==> src/rtl/johnson_pkg.sv <==
// Shared types and helpers for the Johnson-code receive path.
package johnson_pkg;

    typedef enum logic [1:0] {
        StUnlocked = 2'd0,
        StAcquire  = 2'd1,
        StLocked   = 2'd2
    } johnson_state_e;

    localparam int unsigned ErrCntW = 16;

    // Bits needed to hold a position in 0 .. 2*width-1.
    function automatic int unsigned johnson_cw(input int unsigned width);
        return $clog2(2 * width);
    endfunction

endpackage

==> src/rtl/johnson_code_decode.sv <==
// Combinational Johnson-code checker: flags legal codes and converts them to a binary position.
module johnson_code_decode
    import johnson_pkg::*;
#(
    parameter int unsigned WIDTH = 8,
    localparam int unsigned CW = johnson_cw(WIDTH)
) (
    input  logic [WIDTH-1:0] code,
    output logic             legal,
    output logic [CW-1:0]    position
);

    localparam logic [CW:0] TwoW = (CW + 1)'(2 * WIDTH);

    logic [WIDTH-1:0] norm;
    logic [CW-1:0]    ones;
    logic [CW:0]      pos_wide;

    always_comb begin
        // Inverting a code with msb set maps 1..10..0 onto 0..01..1, so one check covers both.
        norm  = code[WIDTH-1] ? ~code : code;
        legal = ((norm & (norm + 1'b1)) == '0);

        ones = '0;
        for (int unsigned i = 0; i < WIDTH; i++) begin
            ones = ones + CW'(code[i]);
        end

        pos_wide = code[WIDTH-1] ? (TwoW - {1'b0, ones}) : {1'b0, ones};
        position = pos_wide[CW-1:0];
    end

endmodule

==> src/rtl/johnson_decoder.sv <==
// Johnson-code receiver: decodes to binary, flags illegal and out-of-sequence samples, tracks lock.
module johnson_decoder
    import johnson_pkg::*;
#(
    parameter int unsigned WIDTH      = 8,
    parameter int unsigned LOCK_CNT   = 4,
    parameter bit          ALLOW_HOLD = 1'b1,
    localparam int unsigned CW = johnson_cw(WIDTH)
) (
    input  logic               clk,
    input  logic               rst_n,
    input  logic               in_valid,
    input  logic [WIDTH-1:0]   johnson_in,
    input  logic               err_clr,
    output logic [CW-1:0]      count,
    output logic               count_valid,
    output logic               illegal,
    output logic               seq_err,
    output logic               locked,
    output logic [ErrCntW-1:0] err_cnt
);

    localparam logic [CW-1:0] LastPos  = CW'(2 * WIDTH - 1);
    localparam logic [7:0]    LockCntL = 8'(LOCK_CNT);

    johnson_state_e     state_q, state_d;
    logic [CW-1:0]      ref_pos_q, ref_pos_d;
    logic               have_ref_q, have_ref_d;
    logic [7:0]         run_q, run_d;
    logic [CW-1:0]      count_q, count_d;
    logic               count_valid_q, illegal_q, seq_err_q;
    logic [ErrCntW-1:0] err_cnt_q, err_cnt_d;

    logic          code_legal;
    logic [CW-1:0] code_pos;
    logic [CW-1:0] next_pos;
    logic          in_seq;
    logic          smp_illegal, smp_seq_err;
    logic [7:0]    run_inc;

    johnson_code_decode #(
        .WIDTH(WIDTH)
    ) u_decode (
        .code    (johnson_in),
        .legal   (code_legal),
        .position(code_pos)
    );

    always_comb begin
        next_pos    = (ref_pos_q == LastPos) ? '0 : ref_pos_q + 1'b1;
        in_seq      = !have_ref_q || (code_pos == next_pos) ||
                      (ALLOW_HOLD && (code_pos == ref_pos_q));
        smp_illegal = in_valid && !code_legal;
        smp_seq_err = in_valid && code_legal && !in_seq;
        run_inc     = run_q + 8'd1;
    end

    // Reference tracking and decoded count
    always_comb begin
        ref_pos_d  = ref_pos_q;
        have_ref_d = have_ref_q;
        count_d    = count_q;
        if (in_valid) begin
            if (code_legal) begin
                ref_pos_d  = code_pos;
                have_ref_d = 1'b1;
                count_d    = code_pos;
            end else begin
                have_ref_d = 1'b0;
            end
        end
    end

    // Lock FSM
    always_comb begin
        state_d = state_q;
        run_d   = run_q;
        if (in_valid) begin
            case (state_q)
                StUnlocked: begin
                    if (code_legal) begin
                        run_d   = 8'd1;
                        state_d = (LOCK_CNT == 1) ? StLocked : StAcquire;
                    end
                end
                StAcquire: begin
                    if (!code_legal) begin
                        run_d   = '0;
                        state_d = StUnlocked;
                    end else if (!in_seq) begin
                        run_d = 8'd1;
                    end else begin
                        run_d = run_inc;
                        if (run_inc >= LockCntL) begin
                            state_d = StLocked;
                        end
                    end
                end
                StLocked: begin
                    if (!code_legal) begin
                        run_d   = '0;
                        state_d = StUnlocked;
                    end else if (!in_seq) begin
                        run_d   = 8'd1;
                        state_d = StAcquire;
                    end
                end
                default: begin
                    run_d   = '0;
                    state_d = StUnlocked;
                end
            endcase
        end
    end

    // Saturating error counter; a clear overrides a coincident error.
    always_comb begin
        err_cnt_d = err_cnt_q;
        if (err_clr) begin
            err_cnt_d = '0;
        end else if ((smp_illegal || smp_seq_err) && (err_cnt_q != '1)) begin
            err_cnt_d = err_cnt_q + 1'b1;
        end
    end

    always_ff @(posedge clk or negedge rst_n) begin
        if (!rst_n) begin
            state_q       <= StUnlocked;
            ref_pos_q     <= '0;
            have_ref_q    <= 1'b0;
            run_q         <= '0;
            count_q       <= '0;
            count_valid_q <= 1'b0;
            illegal_q     <= 1'b0;
            seq_err_q     <= 1'b0;
            err_cnt_q     <= '0;
        end else begin
            state_q       <= state_d;
            ref_pos_q     <= ref_pos_d;
            have_ref_q    <= have_ref_d;
            run_q         <= run_d;
            count_q       <= count_d;
            count_valid_q <= in_valid && code_legal;
            illegal_q     <= smp_illegal;
            seq_err_q     <= smp_seq_err;
            err_cnt_q     <= err_cnt_d;
        end
    end

    assign count       = count_q;
    assign count_valid = count_valid_q;
    assign illegal     = illegal_q;
    assign seq_err     = seq_err_q;
    assign locked      = (state_q == StLocked);
    assign err_cnt     = err_cnt_q;

endmodule

==> config.mk <==
export PLATFORM = sky130hd
export DESIGN_NAME = johnson_decoder
export DESIGN_NICKNAME = d
export VERILOG_FILES = /design/src/rtl/johnson_pkg.sv /design/src/rtl/johnson_code_decode.sv /design/src/rtl/johnson_decoder.sv
export SDC_FILE = /design/constraint.sdc
export NUM_CORES = 1
export LEC_CHECK = 0
export BUFFER_PORTS_ARGS = -buffer_cell sky130_fd_sc_hd__buf_4
export CAP_MARGIN = 30
export CORE_MARGIN = 5
export CORE_UTILIZATION = 60
export DETAILED_ROUTE_END_ITERATION = 7
export GPL_ROUTABILITY_DRIVEN = 0
export GPL_TIMING_DRIVEN = 1
export PLACE_DENSITY = 0.92
export SLEW_MARGIN = 20
export SYNTH_ARGS = -nofsm -noshare
export SYNTH_HDL_FRONTEND = slang
export SYNTH_SLANG_ARGS = --single-unit
==> constraint.sdc <==
create_clock -name clk -period 5.9 [get_ports clk]
set_input_delay 1.18 -clock clk [delete_from_list [all_inputs] [get_ports clk]]
set_output_delay 1.18 -clock clk [all_outputs]
set_load 0.005 [all_outputs]
==> impl_metrics.csv, run 1 <==
group,metric,value,unit
pwr,switchingPower,0.000313,W
logic_synthesis,yosysTopAreaCell,"dfrtp_1",
timing,period_minus_slack,5580,ps
timing,finalCritPeriodShare,94.5,%
drt,ant_nets,0,
drt,dr.pass1.iters,4,
timing,slew_viol_final,0,
drt,drc,0,
logic_synthesis,ys_top_cells_by_area,"dfrtp_1 33%, mux2_1 5.7%, nor2b_1 4.2%",
pwr,peakVddDrop,0.142,mV
drt,wirelength,6250,um
clock_tree,clk_latency,280,ps
global_route,grt_usage,23.9,%
timing,fin_setup_tns,0,ps
floorplanning,row_count,23,
clock_tree,cts-root-buf,"clkbuf_8",
logic_synthesis,yosysTopAreaCellShare,33.3,%
logic_synthesis,yosysSeqAreaShare,33.3,%
pwr,p_int,0.000489,W
timing,hold_viol_final,0,
logic_synthesis,synth_ff_type,"dfrtp_1",
placed_design,dpl.hpwl,4540,um
timing,setup_viol,0,
global_route,grt_pass1_vias,2303,
pwr,p_leak,1.35,nW
logic_synthesis,synth.most_common_cell,"dfrtp_1",
floorplanning,dieWidth,75.3,um
logic_synthesis,avgSynthCellArea,9.06,um2
drt,viasPerCell,6.33,
global_route,grt_max_degree,35,
logic_synthesis,synthCells,282,
logic_synthesis,syn_area,2550,um2
finish,fill_cells,297,
floorplanning,initial_core_util,63.0,%
timing,slew_headroom,55.7,%
clock_tree,post_cts_buffers,0,
drt,vias,2315,
logic_synthesis,async_reset_ff_share,100,%
clock_tree,htree_num_levels,2,
logic_synthesis,yosysWarnings,0,
floorplanning,design.portCount,36,
worst_setup_path,critical_path_class,"in -> reg",
pwr,p_sw_share,39.0,%
worst_setup_path,path_cells,"buf_4 -> ha_1 -> inv_1 -> fa_1 -> fa_1 -> fa_1 -> fa_1 -> ha_1 -> and2_1 -> or2_2 -> xnor2_1 -> nand3_1 -> o211a_1 -> o2111ai_1 -> mux2_1",
pwr,p_comb_share,42.2,%
worst_setup_path,cp_data_arrival_time,5740,ps
logic_synthesis,synth_cell_types,57,
clock_tree,clk_pin_slew_worst_paths,60,ps
timing,skew,1.35,ps
finish,n_antenna_cell,0,
clock_tree,numCtsBuffers,5,
floorplanning,core_region_area,4060,um2
worst_setup_path,cp_slowest_stage_delay,580,ps
finish,synthToLayoutAreaGrowth,14.9,%
drt,wire_per_inst,17.1,um
logic_synthesis,syn_nets,306,
global_route,grt_antenna_before_repair,0,
global_route,grt_pass1_wl,10400,um
logic_synthesis,ys_ff_latch,34,
timing,worst_pin_slew,659,ps
finish,drive_above_1_share,18.0,%
worst_setup_path,cp.required,6060,ps
global_route,grt_overflow,0,
timing,max_freq,179,MHz
clock_tree,ctsResizeCount,0,
worst_setup_path,cp_top_family,"adder cells",
finish,nets,341,
drt,drt_iter0_markers,150,
clock_tree,clkSinkCount,34,
pwr,pwr-share-clk,21.1,%
worst_hold_path,worstHoldPathType,"reg -> reg",
clock_tree,hold_buffers,0,
worst_setup_path,cp_num_buf_inv,2,
timing,grt_setup_unrepaired,"no",
outcome,status,"finished, final reports clean",
flow_run,drv_cap,0,
worst_setup_path,endpoint_kind,"flip-flop",
clock_tree,cts_tree,"yes",
clock_tree,clk_path_buf_depth,2,
worst_setup_path,cp_max_fo,7,
worst_setup_path,crit_slowest_cell,"fa_1",
floorplanning,dieArea,5660,um2
placed_design,io_buffers,35,
pwr,seqPwrFrac,36.8,%
logic_synthesis,synth_edf_count,0,
worst_setup_path,start_kind,"input pin",
worst_setup_path,cpMostUsedCell,"fa_1",
finish,utilization,72.3,%
floorplanning,die_h,75.3,um
pwr,powerDensity,273,nW/um2
logic_synthesis,synth_common_cells,"34 x dfrtp_1, 28 x nor2_1, 20 x nand2_1",
[per-stage QoR]
stage | cell area, um2 | setup WS (ps) | std cells | total power, W | hold WS (ps)
3_3_place_gp | 2850 | 360 | 360 | 0.000604 | 516
5_1_grt | 2940 | 173 | 366 | 0.000847 | 607
3_5_place_dp | 2850 | 149 | 360 | 0.000624 | 531
6_report | 2940 | 324 | 366 | 0.000802 | 557
2_1_floorplan | 2550 | 599 | 282 | 0.000527 | 494
4_1_cts | 2940 | 363 | 366 | 0.000802 | 556
[metal layers]
metal / global-route usage, % / vias up / share of wire [%]
met2: 43.2 / 77 / 51
met5: 0 / - / 0
li1: - / 1091 / -
met4: 9.90 / 0 / 2.2
met1: 27.0 / 1130 / 41
met3: 5.07 / 17 / 6.1
[final cells by class]
type | count | area, um2 | area share [%]
clock buffer | 6 | 82.6 | 2.81
multi-input combinational | 222 | 1600 | 54.6
sequential | 34 | 851 | 29.0
timing repair buffer | 36 | 270 | 9.21
inverter | 18 | 67.6 | 2.30
tap | 50 | 62.6 | 2.13
[worst paths after layout]
| path | start | to | slack (ps) | depth (start not counted) |
|---|---|---|---|---|
| max reg2reg | count[0]$_DFFE_PN0P_ | err_cnt[8]$_DFFE_PN0P_ | 3300 | 8 |
| min | run_q[7]$_DFFE_PN0P_ | run_q[7]$_DFFE_PN0P_ | 560 | 1 |
| min in group asynchronous | rst_n | err_cnt[9]$_DFFE_PN0P_ | 840 | 1 |
| max in group asynchronous | rst_n | run_q[0]$_DFFE_PN0P_ | 4750 | 1 |
| max | johnson_in[0] | err_cnt[6]$_DFFE_PN0P_ | 320 | 15 |
| min reg2reg | run_q[7]$_DFFE_PN0P_ | run_q[7]$_DFFE_PN0P_ | 560 | 1 |
[flip-flops by register name, indices dropped and copies added, names as in the netlist]
signal and count:
illegal 1, have_ref_q 1, err_cnt 16, run_q 8, count_valid 1, count 4
state_q 2, seq_err 1
[power by group through the flow]
stage / clock network, W / logic [W] / registers, W
after floorplan: 0 / 0.000238 / 0.000288
after CTS: 0.000173 / 0.000337 / 0.000292
final: 0.000169 / 0.000338 / 0.000295
after global placement: 0 / 0.000307 / 0.000296
after detailed placement: 0 / 0.000327 / 0.000297
after global routing: 0.000181 / 0.000367 / 0.000299
[logic make-up (layout without fill, tap and decap cells)]
kind of cell	count (synthesis)	in the layout	synth area share, %
simple gates	120	120	25.8
compound gates	64	64	18.7
flops	34	34	33.3
buf+inv	26	60	4.02
mux	15	15	6.51
fa+ha+maj	12	12	7.05
xor+xnor	11	11	4.65
[layout by cell type, fill, tap and decap left out, types with 6 or more instances in the layout]
cell	count
buf_4	36
dfrtp_1	34
nor2_1	28
nand2_1	20
inv_1	18
nand3_1	18
nor2b_1	17
a21oi_1	13
mux2_1	13
a31oi_1	10
o21ai_0	10
ha_1	8
and2_1	6
clkbuf_8	6
Note: power is estimated with default switching activity, not from simulation.
==> inputs of run 2 (changes only) <==
CORE_UTILIZATION = 58   (was 60)
PLACE_DENSITY = 0.9   (was 0.92)
clock period = 5.7 ns   (was 5.9 ns; I/O delays follow)
==> run 2 against run 1 <==
Die area grew 3.0%. Worst setup slack lost 13 ps. Design area grew 0.77%. Via count shrank 0.91%. Sequential power grew 3%. Clock power grew 12%. Sequential share of layout area shrank 0.22 points. Cell count grew 1.4%.
==> impl_metrics.csv, run 2 (synthesis results as in run 1) <==
group,metric,value,unit
drt,drc,0,
finish,n_antenna_cell,0,
clock_tree,htree_num_levels,2,
clock_tree,hold_buffers,0,
finish,fill_cells,342,
timing,setup_viol,0,
floorplanning,design.portCount,36,
timing,finalCritPeriodShare,94.5,%
timing,grt_setup_unrepaired,"no",
drt,wire_per_inst,16.1,um
clock_tree,cts-root-buf,"clkbuf_8",
timing,max_freq,186,MHz
pwr,powerDensity,281,nW/um2
finish,drive_above_1_share,18.8,%
clock_tree,numCtsBuffers,5,
pwr,p_sw_share,38.5,%
pwr,p_leak,1.36,nW
finish,nets,342,
flow_run,drv_cap,0,
floorplanning,row_count,24,
finish,synthToLayoutAreaGrowth,15.8,%
floorplanning,dieArea,5830,um2
global_route,grt_pass1_vias,2245,
clock_tree,post_cts_buffers,0,
worst_setup_path,endpoint_kind,"flip-flop",
timing,skew,8.67,ps
timing,hold_viol_final,0,
worst_setup_path,critical_path_class,"in -> reg",
drt,viasPerCell,6.18,
timing,setup_ws,311,ps
finish,largest_reg_flops,16,
clock_tree,cts_tree,"yes",
floorplanning,core_region_area,4320,um2
outcome,status,"finished, final reports clean",
timing,period_minus_slack,5390,ps
global_route,grt_max_degree,35,
drt,drt_iter0_markers,170,
clock_tree,clk_path_buf_depth,2,
drt,vias,2294,
pwr,peakVddDrop,0.156,mV
placed_design,dpl_worst_slack,18.0,ps
clock_tree,clkSinkCount,34,
global_route,grt_pass1_wl,10300,um
pwr,pwr-share-clk,22.9,%
worst_setup_path,cp_max_fo,5,
timing,worst_pin_slew,685,ps
worst_setup_path,cp_num_buf_inv,2,
finish,final_common_cell,"buf_4",
timing,slew_viol_final,0,
global_route,grt_usage,21.2,%
worst_setup_path,crit_slowest_cell,"fa_1",
worst_setup_path,cp_data_arrival_time,5560,ps
clock_tree,clk_latency,300,ps
pwr,p_int,0.000510,W
timing,slew_headroom,53.9,%
drt,dr.pass1.iters,4,
worst_hold_path,worstHoldPathType,"reg -> reg",
floorplanning,dieWidth,76.4,um
clock_tree,clk_pin_slew_worst_paths,70,ps
timing,fin_setup_tns,0,ps
drt,ant_nets,0,
placed_design,dpl.hpwl,4390,um
pwr,switchingPower,0.000320,W
worst_setup_path,cp_top_family,"adder cells",
pwr,p_comb_share,40.5,%
finish,instances_no_fill,371,
clock_tree,ctsResizeCount,0,
floorplanning,die_h,76.4,um
worst_setup_path,path_cells,"buf_4 -> ha_1 -> inv_1 -> fa_1 -> fa_1 -> fa_1 -> fa_1 -> ha_1 -> and2_1 -> or2_2 -> xnor2_1 -> nand3_1 -> o211ai_2 -> a2111oi_2 -> mux2_1",
worst_setup_path,cpMostUsedCell,"fa_1",
drt,wirelength,5980,um
finish,final_cell_mix,"37 x buf_4, 34 x dfrtp_1, 28 x nor2_1",
global_route,grt_antenna_before_repair,0,
worst_setup_path,start_kind,"input pin",
pwr,seqPwrFrac,36.6,%
placed_design,io_buffers,35,
global_route,grt_overflow,0,
worst_setup_path,cp_slowest_stage_delay,590,ps
placed_design,dp_cells,363,
floorplanning,initial_core_util,59.1,%
worst_setup_path,cp.required,5870,ps
run 2: cell count changes in the layout (fill, tap and decap cells not counted):
cell,change
buf_4,+1
clkinv_2,+1
clkinvlp_4,+1
run 2: final timing paths:
| path | startpoint | depth (start not counted) | to | slack, ps |
|---|---|---|---|---|
| max | johnson_in[0] | 15 | err_cnt[8]$_DFFE_PN0P_ | 310 |
| min in group asynchronous | rst_n | 1 | err_cnt[9]$_DFFE_PN0P_ | 790 |
| max reg2reg | count[0]$_DFFE_PN0P_ | 8 | err_cnt[8]$_DFFE_PN0P_ | 3110 |
| min | run_q[7]$_DFFE_PN0P_ | 1 | run_q[7]$_DFFE_PN0P_ | 540 |
| max in group asynchronous | rst_n | 1 | count[0]$_DFFE_PN0P_ | 4590 |
| min reg2reg | run_q[7]$_DFFE_PN0P_ | 1 | run_q[7]$_DFFE_PN0P_ | 540 |
run 2: power groups by stage:
stage / Clock, W / Combinational (W) / Sequential, W
2_1_floorplan: 0 / 0.000246 / 0.000299
3_3_place_gp: 0 / 0.000317 / 0.000304
3_5_place_dp: 0 / 0.000336 / 0.000306
4_1_cts: 0.000195 / 0.000337 / 0.000303
5_1_grt: 0.000206 / 0.000374 / 0.000309
6_report: 0.000190 / 0.000336 / 0.000304
run 2: cell type report:
class / instances / area [um2] / share of cell area [%]
well taps: 52 / 65.1 / 2.20
repair buffers: 37 / 278 / 9.39
inverters: 18 / 67.6 / 2.28
multi-input cells: 222 / 1600 / 54.1
flip-flops and latches: 34 / 851 / 28.8
clock buffers: 6 / 82.6 / 2.79
clock inverters: 2 / 12.5 / 0.423
run 2: metrics by stage:
stage | utilization (%) | hold slack [ps] | area [um2] | power [W]
6_report | 68.4 | 539 | 2960 | 0.000830
2_1_floorplan | - | 494 | 2550 | 0.000545
5_1_grt | 68.4 | 579 | 2960 | 0.000888
3_3_place_gp | 66.2 | 515 | 2860 | 0.000622
4_1_cts | 68.4 | 537 | 2960 | 0.000835
3_5_place_dp | 66.2 | 521 | 2860 | 0.000642
run 2: per-layer routing:
metal,global-route usage [%],vias to the layer above,share of wire [%]
li1,-,1098,-
met1,25.5,1111,42
met2,35.4,73,50
met3,5.79,12,6.0
met4,8.57,0,2.3
met5,0,-,0
